==> config.mk <==
export PLATFORM = sky130hd
export DESIGN_NAME = ex_muldiv
export DESIGN_NICKNAME = d
export VERILOG_FILES = /design/src/rtl/ex_muldiv_pkg.sv /design/src/rtl/ex_muldiv_md_iter_core.sv /design/src/rtl/ex_muldiv.sv
export SDC_FILE = /design/constraint.sdc
export NUM_CORES = 1
export LEC_CHECK = 0
export ABC_CLOCK_PERIOD_IN_PS = 4500
export BUFFER_PORTS_ARGS = -buffer_cell sky130_fd_sc_hd__buf_2
export CORE_UTILIZATION = 45
export DETAILED_ROUTE_END_ITERATION = 8
export PLACE_DENSITY_LB_ADDON = 0.25
export SLEW_MARGIN = 25
export SYNTH_ARGS = -nofsm -noshare
export SYNTH_HDL_FRONTEND = slang
export SYNTH_SLANG_ARGS = --single-unit
==> constraint.sdc <==
create_clock -name clk -period 4.5 [get_ports clk]
set_clock_uncertainty 0.15 [all_clocks]
set_input_delay 0.9 -clock clk [delete_from_list [all_inputs] [get_ports clk]]
set_output_delay 0.9 -clock clk [all_outputs]
set_load 0.05 [all_outputs]
==> src/rtl/ex_muldiv_pkg.sv <==
// Shared encodings for the EX-stage forwarding mux and the iterative RV32M unit.
package ex_muldiv_pkg;

  localparam logic [1:0] FWD_ID_EX  = 2'b00;
  localparam logic [1:0] FWD_MEM_WB = 2'b01;
  localparam logic [1:0] FWD_EX_MEM = 2'b10;

  typedef enum logic [2:0] {
    MD_MUL    = 3'b000,
    MD_MULH   = 3'b001,
    MD_MULHSU = 3'b010,
    MD_MULHU  = 3'b011,
    MD_DIV    = 3'b100,
    MD_DIVU   = 3'b101,
    MD_REM    = 3'b110,
    MD_REMU   = 3'b111
  } md_op_e;

  typedef enum logic [1:0] {
    ST_IDLE = 2'b00,
    ST_BUSY = 2'b01,
    ST_DONE = 2'b10
  } md_state_e;

endpackage

==> src/rtl/ex_muldiv_md_iter_core.sv <==
// One-bit-per-cycle shift/add (multiply) or restoring shift/subtract (divide)
// datapath on unsigned magnitudes; {hi,lo} is product, or remainder/quotient.
module md_iter_core #(
  parameter int XLEN = 32
) (
  input  logic            clk,
  input  logic            rst_n,
  input  logic            load_i,
  input  logic            step_i,
  input  logic            div_i,
  input  logic [XLEN-1:0] lo_init_i,
  input  logic [XLEN-1:0] m_init_i,
  output logic [XLEN-1:0] hi_o,
  output logic [XLEN-1:0] lo_o
);

  logic [XLEN-1:0] hi_q, lo_q, m_q;
  logic            div_q;
  logic [XLEN:0]   sum_d, shl_d, diff_d;

  assign sum_d  = {1'b0, hi_q} + (lo_q[0] ? {1'b0, m_q} : '0);
  assign shl_d  = {hi_q, lo_q[XLEN-1]};
  assign diff_d = shl_d - {1'b0, m_q};

  always_ff @(posedge clk or negedge rst_n) begin
    if (!rst_n) begin
      hi_q  <= '0;
      lo_q  <= '0;
      m_q   <= '0;
      div_q <= 1'b0;
    end else if (load_i) begin
      hi_q  <= '0;
      lo_q  <= lo_init_i;
      m_q   <= m_init_i;
      div_q <= div_i;
    end else if (step_i) begin
      if (div_q) begin
        // Remainder stays below the divisor, so diff fits and its top bit is the borrow.
        if (!diff_d[XLEN]) begin
          hi_q <= diff_d[XLEN-1:0];
          lo_q <= {lo_q[XLEN-2:0], 1'b1};
        end else begin
          hi_q <= shl_d[XLEN-1:0];
          lo_q <= {lo_q[XLEN-2:0], 1'b0};
        end
      end else begin
        hi_q <= sum_d[XLEN:1];
        lo_q <= {sum_d[0], lo_q[XLEN-1:1]};
      end
    end
  end

  assign hi_o = hi_q;
  assign lo_o = lo_q;

endmodule

==> src/rtl/ex_muldiv.sv <==
// EX-stage operand forwarding mux plus iterative RV32M multiply/divide with
// pipeline stall control; operands are captured once at start.
module ex_muldiv
  import ex_muldiv_pkg::*;
#(
  parameter int XLEN  = 32,
  parameter int CNT_W = 6
) (
  input  logic            clk,
  input  logic            rst_n,
  input  logic [1:0]      forwardA,
  input  logic [1:0]      forwardB,
  input  logic [XLEN-1:0] id_ex_rs1_data,
  input  logic [XLEN-1:0] id_ex_rs2_data,
  input  logic [XLEN-1:0] me_alu_result,
  input  logic [XLEN-1:0] wb_write_data,
  input  logic            ex_md_valid,
  input  logic [2:0]      ex_md_op,
  input  logic            ex_flush,
  output logic [XLEN-1:0] op_a,
  output logic [XLEN-1:0] op_b,
  output logic            md_stall,
  output logic [XLEN-1:0] md_result,
  output logic            md_result_valid
);

  md_state_e        state_q;
  md_op_e           op_q, op_in;
  logic [CNT_W-1:0] count_q;
  logic             sa_q, sb_q, spec_q;
  logic [XLEN-1:0]  res_q;

  logic             start, a_signed, b_signed, sa_d, sb_d;
  logic             div0, ovf, special;
  logic [XLEN-1:0]  a_mag, b_mag, spec_res, core_hi, core_lo, core_res;
  logic [2*XLEN-1:0] prod, prod_fix;

  always_comb begin
    case (forwardA)
      FWD_EX_MEM: op_a = me_alu_result;
      FWD_MEM_WB: op_a = wb_write_data;
      default:    op_a = id_ex_rs1_data;
    endcase
    case (forwardB)
      FWD_EX_MEM: op_b = me_alu_result;
      FWD_MEM_WB: op_b = wb_write_data;
      default:    op_b = id_ex_rs2_data;
    endcase
  end

  assign op_in    = md_op_e'(ex_md_op);
  assign start    = rst_n && (state_q == ST_IDLE) && ex_md_valid && !ex_flush;
  assign a_signed = (op_in == MD_MULH) || (op_in == MD_MULHSU) ||
                    (op_in == MD_DIV)  || (op_in == MD_REM);
  assign b_signed = (op_in == MD_MULH) || (op_in == MD_DIV) || (op_in == MD_REM);
  assign sa_d     = a_signed && op_a[XLEN-1];
  assign sb_d     = b_signed && op_b[XLEN-1];
  assign a_mag    = sa_d ? -op_a : op_a;
  assign b_mag    = sb_d ? -op_b : op_b;

  // Divide-by-zero and signed overflow skip the iteration entirely.
  assign div0     = ex_md_op[2] && (op_b == '0);
  assign ovf      = ((op_in == MD_DIV) || (op_in == MD_REM)) &&
                    (op_a == {1'b1, {(XLEN-1){1'b0}}}) && (op_b == '1);
  assign special  = div0 || ovf;
  assign spec_res = div0 ? (ex_md_op[1] ? op_a : '1)
                         : (ex_md_op[1] ? '0 : {1'b1, {(XLEN-1){1'b0}}});

  md_iter_core #(.XLEN(XLEN)) u_core (
    .clk       (clk),
    .rst_n     (rst_n),
    .load_i    (start && !special),
    .step_i    ((state_q == ST_BUSY) && !ex_flush),
    .div_i     (ex_md_op[2]),
    .lo_init_i (ex_md_op[2] ? a_mag : b_mag),
    .m_init_i  (ex_md_op[2] ? b_mag : a_mag),
    .hi_o      (core_hi),
    .lo_o      (core_lo)
  );

  assign prod     = {core_hi, core_lo};
  assign prod_fix = (sa_q ^ sb_q) ? -prod : prod;

  always_comb begin
    case (op_q)
      MD_MUL:                        core_res = prod_fix[XLEN-1:0];
      MD_MULH, MD_MULHSU, MD_MULHU:  core_res = prod_fix[2*XLEN-1:XLEN];
      MD_DIV, MD_DIVU:               core_res = (sa_q ^ sb_q) ? -core_lo : core_lo;
      default:                       core_res = sa_q ? -core_hi : core_hi;
    endcase
  end

  always_ff @(posedge clk or negedge rst_n) begin
    if (!rst_n) begin
      state_q <= ST_IDLE;
      op_q    <= MD_MUL;
      count_q <= '0;
      sa_q    <= 1'b0;
      sb_q    <= 1'b0;
      spec_q  <= 1'b0;
      res_q   <= '0;
    end else if (ex_flush) begin
      state_q <= ST_IDLE;
    end else begin
      case (state_q)
        ST_IDLE: begin
          if (ex_md_valid) begin
            op_q    <= op_in;
            sa_q    <= sa_d;
            sb_q    <= sb_d;
            count_q <= CNT_W'(XLEN);
            spec_q  <= special;
            if (special) begin
              res_q   <= spec_res;
              state_q <= ST_DONE;
            end else begin
              state_q <= ST_BUSY;
            end
          end
        end
        ST_BUSY: begin
          count_q <= count_q - 1'b1;
          if (count_q == CNT_W'(1)) state_q <= ST_DONE;
        end
        ST_DONE: begin
          res_q   <= md_result;
          state_q <= ST_IDLE;
        end
        default: state_q <= ST_IDLE;
      endcase
    end
  end

  assign md_stall        = start || ((state_q == ST_BUSY) && !ex_flush);
  assign md_result_valid = (state_q == ST_DONE) && !ex_flush;
  assign md_result       = ((state_q == ST_DONE) && !spec_q) ? core_res : res_q;

endmodule

* Word-level counts from Yosys, hierarchy flattened
Cells that the tools add are included.
W data, S select, Z words.
** Word-level totals
- Bits of input ports :: 139
- Word-level logic and storage cells :: 111
- Output and inout bits :: 98
- Flip-flop bits (word level) :: 143
** Operators by class
- Muxes and demuxes :: 33
- Equal/unequal tests :: 22
- $add $sub $neg :: 8
- Bitwise logic cells :: 2
- Reductions and logical operators :: 35
** Operator list (count)
- $mux W32 :: 20
- $pmux W32 S2 :: 3
- $neg A32 Y32 :: 4
- $pmux W32 S3 :: 1
- $eq A32 B32 Y1 const B :: 2
- $mux W64 :: 1
- $neg A64 Y64 :: 1
- $add A32 B33 Y33 :: 1
- $sub A33 B32 Y33 :: 1
- $logic_not A32 Y1 :: 1
- $eq A3 B3 Y1 const B :: 4
- $logic_and A1 B1 Y1 :: 12
- $pmux W6 S2 :: 1
- $eq A3 B2 Y1 const B :: 3
- $logic_or A1 B1 Y1 :: 8
- $mux W2 :: 4
- $eq A2 B1 Y1 const B :: 3
- $eq A2 B2 Y1 const B :: 3
- $eq A3 B1 Y1 const B :: 2
- $eq A6 B1 Y1 const B :: 1
- $mux W6 :: 1
- $reduce_and A3 Y1 :: 2
- $reduce_bool A2 Y1 :: 3
- $sub A6 B1 Y6 const B :: 1
- 14 further kinds :: 17

* Depth between registers and ports, before layout
- Depth in word-level cells :: 10
- Mapped depth :: 19
- Mapped depth without buffers :: 15

* Hierarchy
A second synthesis with hierarchy kept.
** Second synthesis, totals
- Cell total of the unflattened synthesis :: 2474
- Area total of the unflattened synthesis :: 18062.3 sq um
** Modules (own cells, without submodules)
- ex_muldiv :: area an instance 9711.8 sq um, seq. area each 1151.1 sq um, times used 1, cells an instance 1449
- md_iter_core :: area an instance 8350.5 sq um, seq. area each 2427.3 sq um, times used 1, cells an instance 1025

* Worst setup path before layout
OpenSTA, ideal clock, no wires.
- Path kind :: flip-flop to output port
- Start point :: register u_core.lo_q[0] (netlist: u_core.lo_o[0])
- End point :: output port md_result[24]
- Path buffers :: 3
- Slack :: -132 ps
- Data required time :: 3450 ps
- Arrival time :: 3582 ps
- Cell stages (with the launch flop) :: 13
- Cells stage by stage :: dfrtp_1 -> clkbuf_1 -> inv_1 -> clkbuf_1 -> ha_1 -> nand2b_1 -> nor3b_2 -> nand4_1 -> clkbuf_1 -> o21ai_0 -> xnor2_1 -> a211o_1 -> a21boi_0
** On the way
- Word-level cells in the longest chain between the ends :: 4
- Elaborated cells between the ends (all ways) :: 6
- Classes of those cells :: add/sub: 2; mux: 4
** RTL lines
- start, declared :: line ex_muldiv_md_iter_core.sv:17 : logic [XLEN-1:0] hi_q, lo_q, m_q;
- start signal, assigned :: line ex_muldiv_md_iter_core.sv:33 : lo_q <= lo_init_i;
- start signal, assigned :: line ex_muldiv_md_iter_core.sv:41 : lo_q <= {lo_q[XLEN-2:0], 1'b1};
- start signal, assigned :: line ex_muldiv_md_iter_core.sv:44 : lo_q <= {lo_q[XLEN-2:0], 1'b0};
- $neg A64 Y64 or $neg A32 Y32 (tied branches) :: line ex_muldiv.sv:82, ex_muldiv.sv:88
- $mux W64 or $mux W32 (tied branches) :: line ex_muldiv.sv:82, ex_muldiv.sv:88
- $pmux W32 S3 (*) :: line ex_muldiv.sv:85 : case (op_q)
- $mux W32 (*) :: line ex_muldiv.sv:136 : assign md_result = ((state_q == ST_DONE) && !spec_q) ? core_res : res_q;
- end, declared :: line ex_muldiv.sv:23 : output logic [XLEN-1:0] md_result,
Every way passes the cells marked *; elsewhere a longest branch is shown, timed or not.

* Final worst setup path
- Start point :: register u_core.hi_q[9] (netlist: u_core.hi_o[9])
- End point :: output port md_result[31]
** On the way
- Word-level cells in the longest chain between the ends :: 4
- Elaborated cells between the ends (all ways) :: 6
- Classes of those cells :: add/sub: 2; mux: 4
** RTL lines
- start, declared :: line ex_muldiv_md_iter_core.sv:17
- start signal, assigned :: line ex_muldiv_md_iter_core.sv:40 : hi_q <= diff_d[XLEN-1:0];
- start signal, assigned :: line ex_muldiv_md_iter_core.sv:43 : hi_q <= shl_d[XLEN-1:0];
- start signal, assigned :: line ex_muldiv_md_iter_core.sv:47 : hi_q <= sum_d[XLEN:1];
- $neg A64 Y64 or $neg A32 Y32 (tied branches) :: line ex_muldiv.sv:82, ex_muldiv.sv:89
- $mux W64 or $mux W32 (tied branches) :: line ex_muldiv.sv:82, ex_muldiv.sv:89
- $pmux W32 S3 (*) :: line ex_muldiv.sv:85
- $mux W32 (*) :: line ex_muldiv.sv:136
Marked as above.

==> impl_metrics.py <==
metrics = {
    "setup_path": {
        "crit_path_start_kind": "flip-flop",
        "worst_path_dominant_cell_family": "simple AND/OR/NAND/NOR gates",
        "critPathBufInv": 2,
        "crit_path_start": "u_core.hi_o[9]$_DFFE_PN0P_",
        "cpMaxStageDelayCell": "or4_4",
        "cp.depth": 9,
        "required_ns": 3.45,
        "r2r-end": "u_core.hi_o[24]$_DFFE_PN0P_",
        "critPathKind": "reg2out",
        "critPathMaxFanout": 3,
        "end_kind": "primary output",
        "r2r_start": "u_core.lo_o[31]$_DFFE_PN0P_",
        "worstSetupEndpoint": "md_result[31]",
        "arrival_ns": 3.42,
        "ff2ff_setup_slack_ns": 0.18,
        "crit_chain": "or4_4 > nor4_4 > nand4_1 > buf_4 > o41ai_1 > xnor2_1 > a21oi_2 > nor2_1 > buf_2",
        "slowest_delay_ns": 0.60,
        "r2r_cells": 13,
    },
    "detailed_routing": {
        "routed_wl_mm": 84.0,
        "ant_nets": 0,
        "detail_route.wl_per_cell_um": 26.6,
        "drt_iter0_drc": 1965,
        "via_per_inst": 6.41,
        "drc_errors": 0,
        "drt-pass1-iter-count": 7,
        "vias": 20300,
    },
    "floorplan": {
        "die_x_um": 198,
        "fp.coreArea_um2": 37800,
        "fp-row-count": 71,
        "die_h_um": 198,
        "die-area_um2": 39200,
        "io_pins": 237,
        "initial_core_util_pct": 45.8,
    },
    "placement": {
        "gp_congestion": 1.03,
        "pre_cts_ws_ns": -0.105,
        "dp_hpwl_mm": 68.2,
        "place_inst": 3124,
        "io_buffers": 236,
        "placed_area_um2": 20000,
    },
    "synth": {
        "synth_flop_cell": "dfrtp_1",
        "synth_fa_ha_area_share_pct": 5.59,
        "syn_area_per_cell_um2": 7.32,
        "synth_edf_count": 0,
        "synth_xor_area_share_pct": 9.88,
        "synth_compound_area_share_pct": 32.4,
        "synth_top_family_by_area": "compound AO/OA/AOI/OAI gates",
        "synthArstFlopShare_pct": 100,
        "synth-seq-area-share_pct": 20.7,
        "syn-instance-count": 2362,
        "synth_nets": 2577,
        "muxShareOfSynthArea_pct": 2.58,
        "synthesis.area_um2": 17300,
        "synth_cell_types": 94,
        "ys_warn_count": 0,
        "yosys.area_share.simple_pct": 21.6,
        "ys_seq_elements": 143,
    },
    "clock_tree": {
        "cts_tree": "built",
        "cts_sinks": 143,
        "clockBufferDepth": 2,
        "htreeDepth": 4,
        "ctsHoldBuffers": 0,
        "clock_latency_ns": 0.44,
        "numCtsBuffers": 17,
        "cts.clk_slew.worst_paths_ns": 0.07,
        "cts_root_buf": "clkbuf_16",
    },
    "timing": {
        "worst_pin_slew_ns": 0.993,
        "post-route-min-period_ns": 4.47,
        "hold_viol": 0,
        "fin_crit_sh_pct": 99.4,
        "whs_ns": 0.278,
        "fin_ws_ns": 0.0257,
        "slew_headroom_pct": 33.8,
        "setup-violations-final": 0,
        "max_freq_ghz": 0.224,
        "drv_slew": 0,
    },
    "finish": {
        "fillers": 3684,
        "finalNonFillerCells": 3162,
        "utilization_pct": 55.5,
        "fin_area_um2": 21000,
        "areaGrowthSynthToFinish_pct": 21.3,
        "fin_nets": 2850,
        "drive_gt1_share_pct": 23.1,
    },
    "global_routing": {
        "met2_usage_pct": 66.7,
        "busiest_layer": "met2",
        "use_met3_pct": 6.46,
        "grt_max_degree": 78,
        "antenna_found_initial": 4,
        "grt_pass1_wl_mm": 123,
        "grt_usage_pct": 42.3,
        "grt_pass1_vias": 19000,
        "gr-usage-met1_pct": 54.0,
        "grt-ovfl-total": 0,
    },
    "hold_path": {
        "hp-class": "in2async",
    },
    "power": {
        "cellLeakagePower_nw": 9.30,
        "cellPowerDensity_nw_per_um2": 653,
        "irDropWorstVdd_uv": 314,
    },
    "job": {
        "cap_violations": 0,
    },
    "status": {
        "status": "completed",
    },
}
[cells in the mapped netlist, drive strengths merged (8+ instances only)]
cell type | count | area (µm²)
o41ai | 9 | 78.8
a221oi | 36 | 365
a31o | 8 | 70.1
nand3 | 54 | 270
a211oi | 26 | 195
nand4 | 33 | 228
dfrtp | 143 | 3580
o221ai | 18 | 158
or2 | 30 | 188
or3 | 21 | 136
nor2b | 32 | 200
nor2 | 209 | 795
buf | 56 | 339
a21oi | 191 | 963
a21o | 30 | 225
nor3 | 42 | 231
ha | 74 | 926
a221o | 14 | 140
and3 | 10 | 62.6
o31ai | 28 | 215
clkbuf | 136 | 510
inv | 106 | 398
o22ai | 32 | 200
a311oi | 8 | 70.1
o21ai | 234 | 1200
o211ai | 42 | 315
o21a | 29 | 218
nand2 | 222 | 836
xnor2 | 124 | 1090
a22oi | 30 | 225
nand2b | 22 | 138
nor4 | 26 | 287
and2 | 20 | 125
o211a | 9 | 90.1
xor2 | 71 | 622
mux2i | 39 | 390
or4 | 8 | 60.1
a31oi | 42 | 263
[flip-flops by register name, summed over array words and instances, names as in the netlist]
signal and flops:
u_core.m_q 32, state_q 2, u_core.div_q 1, res_q 32, op_q 3, u_core.hi_o 32
u_core.lo_o 32, count_q 6, sa_q 1, sb_q 1, spec_q 1
[cell families (layout without fill, tap and decap cells)]
kind of cell               Yosys count  count (layout)
buffers and inverters              300             586
adders and majority gates           76              76
muxes                               44              44
xor gates and xnor gates           195             195
other                                0               3
and+or+nand+nor                    750             750
DFF                                143             143
AOI/OAI and AO/OA                  854             854
[layout make-up]
type	count	area (µm²)	share of cell area, %
Tap cell	511	639	3.05
Timing Repair Buffer	446	2990	14.3
Inverter	108	408	1.95
Antenna cell	3	7.51	0.0358
Clock inverter	13	170	0.812
Multi-Input combinational cell	1919	12700	60.6
Sequential cell	143	3580	17.1
Clock buffer	19	453	2.16
[power breakdown]
part / internal [W] / leakage [nW] / switching, W / total [W]
sequential: 0.00172 / 1.82 / 0.000859 / 0.00258
combinational: 0.00356 / 7.17 / 0.00602 / 0.00958
clock: 0.000874 / 0.309 / 0.000664 / 0.00154
total: 0.00615 / 9.30 / 0.00754 / 0.0137
[how the worst min path moves through the flow]
stage	from	slack [ns]	endpoint	cells past startpoint
after floorplan	res_q[12]$_DFFE_PN0P_	0.30	res_q[12]$_DFFE_PN0P_	2
after global placement	res_q[6]$_DFFE_PN0P_	0.31	res_q[6]$_DFFE_PN0P_	1
after detailed placement	res_q[8]$_DFFE_PN0P_	0.32	res_q[8]$_DFFE_PN0P_	1
after CTS	rst_n	0.28	res_q[13]$_DFFE_PN0P_	1
after global routing	rst_n	0.31	u_core.hi_o[6]$_DFFE_PN0P_	1
final	rst_n	0.28	res_q[28]$_DFFE_PN0P_	1
[timing repair]
action / CTS / global route
gates cloned: 0 / 1
pin swaps: 1 / 5
setup buffers: 0 / 2
gates resized for setup: 17 / 45
endpoints found under the setup margin: 24 / 26
[cell usage in the layout, fill, tap and decap left out, drive strengths merged, types with 39 or more instances in the layout]
cell type / count
nand2: 222
o211ai: 42
buf: 442
xnor2: 124
dfrtp: 143
nor3: 42
o21ai: 234
nor2: 209
inv: 114
xor2: 71
nand3: 54
a31oi: 42
mux2i: 39
a21oi: 191
ha: 74
[per-layer routing]
layer | share of wire [%] | wire length (µm)
met1 | 39 | 33100
met2 | 45 | 37600
met3 | 8.8 | 7390
met4 | 6.9 | 5830
met5 | 0.0095 | 8
[through the flow]
step	total power [W]	setup TNS, ns
4_1_cts	0.0132	-0.0530
3_3_place_gp	0.0115	-0.617
6_report	0.0137	0
2_1_floorplan	0.00837	0
5_1_grt	0.0144	-0.0309
3_5_place_dp	0.0116	-0.893
Power figures use the tool's default switching activity.
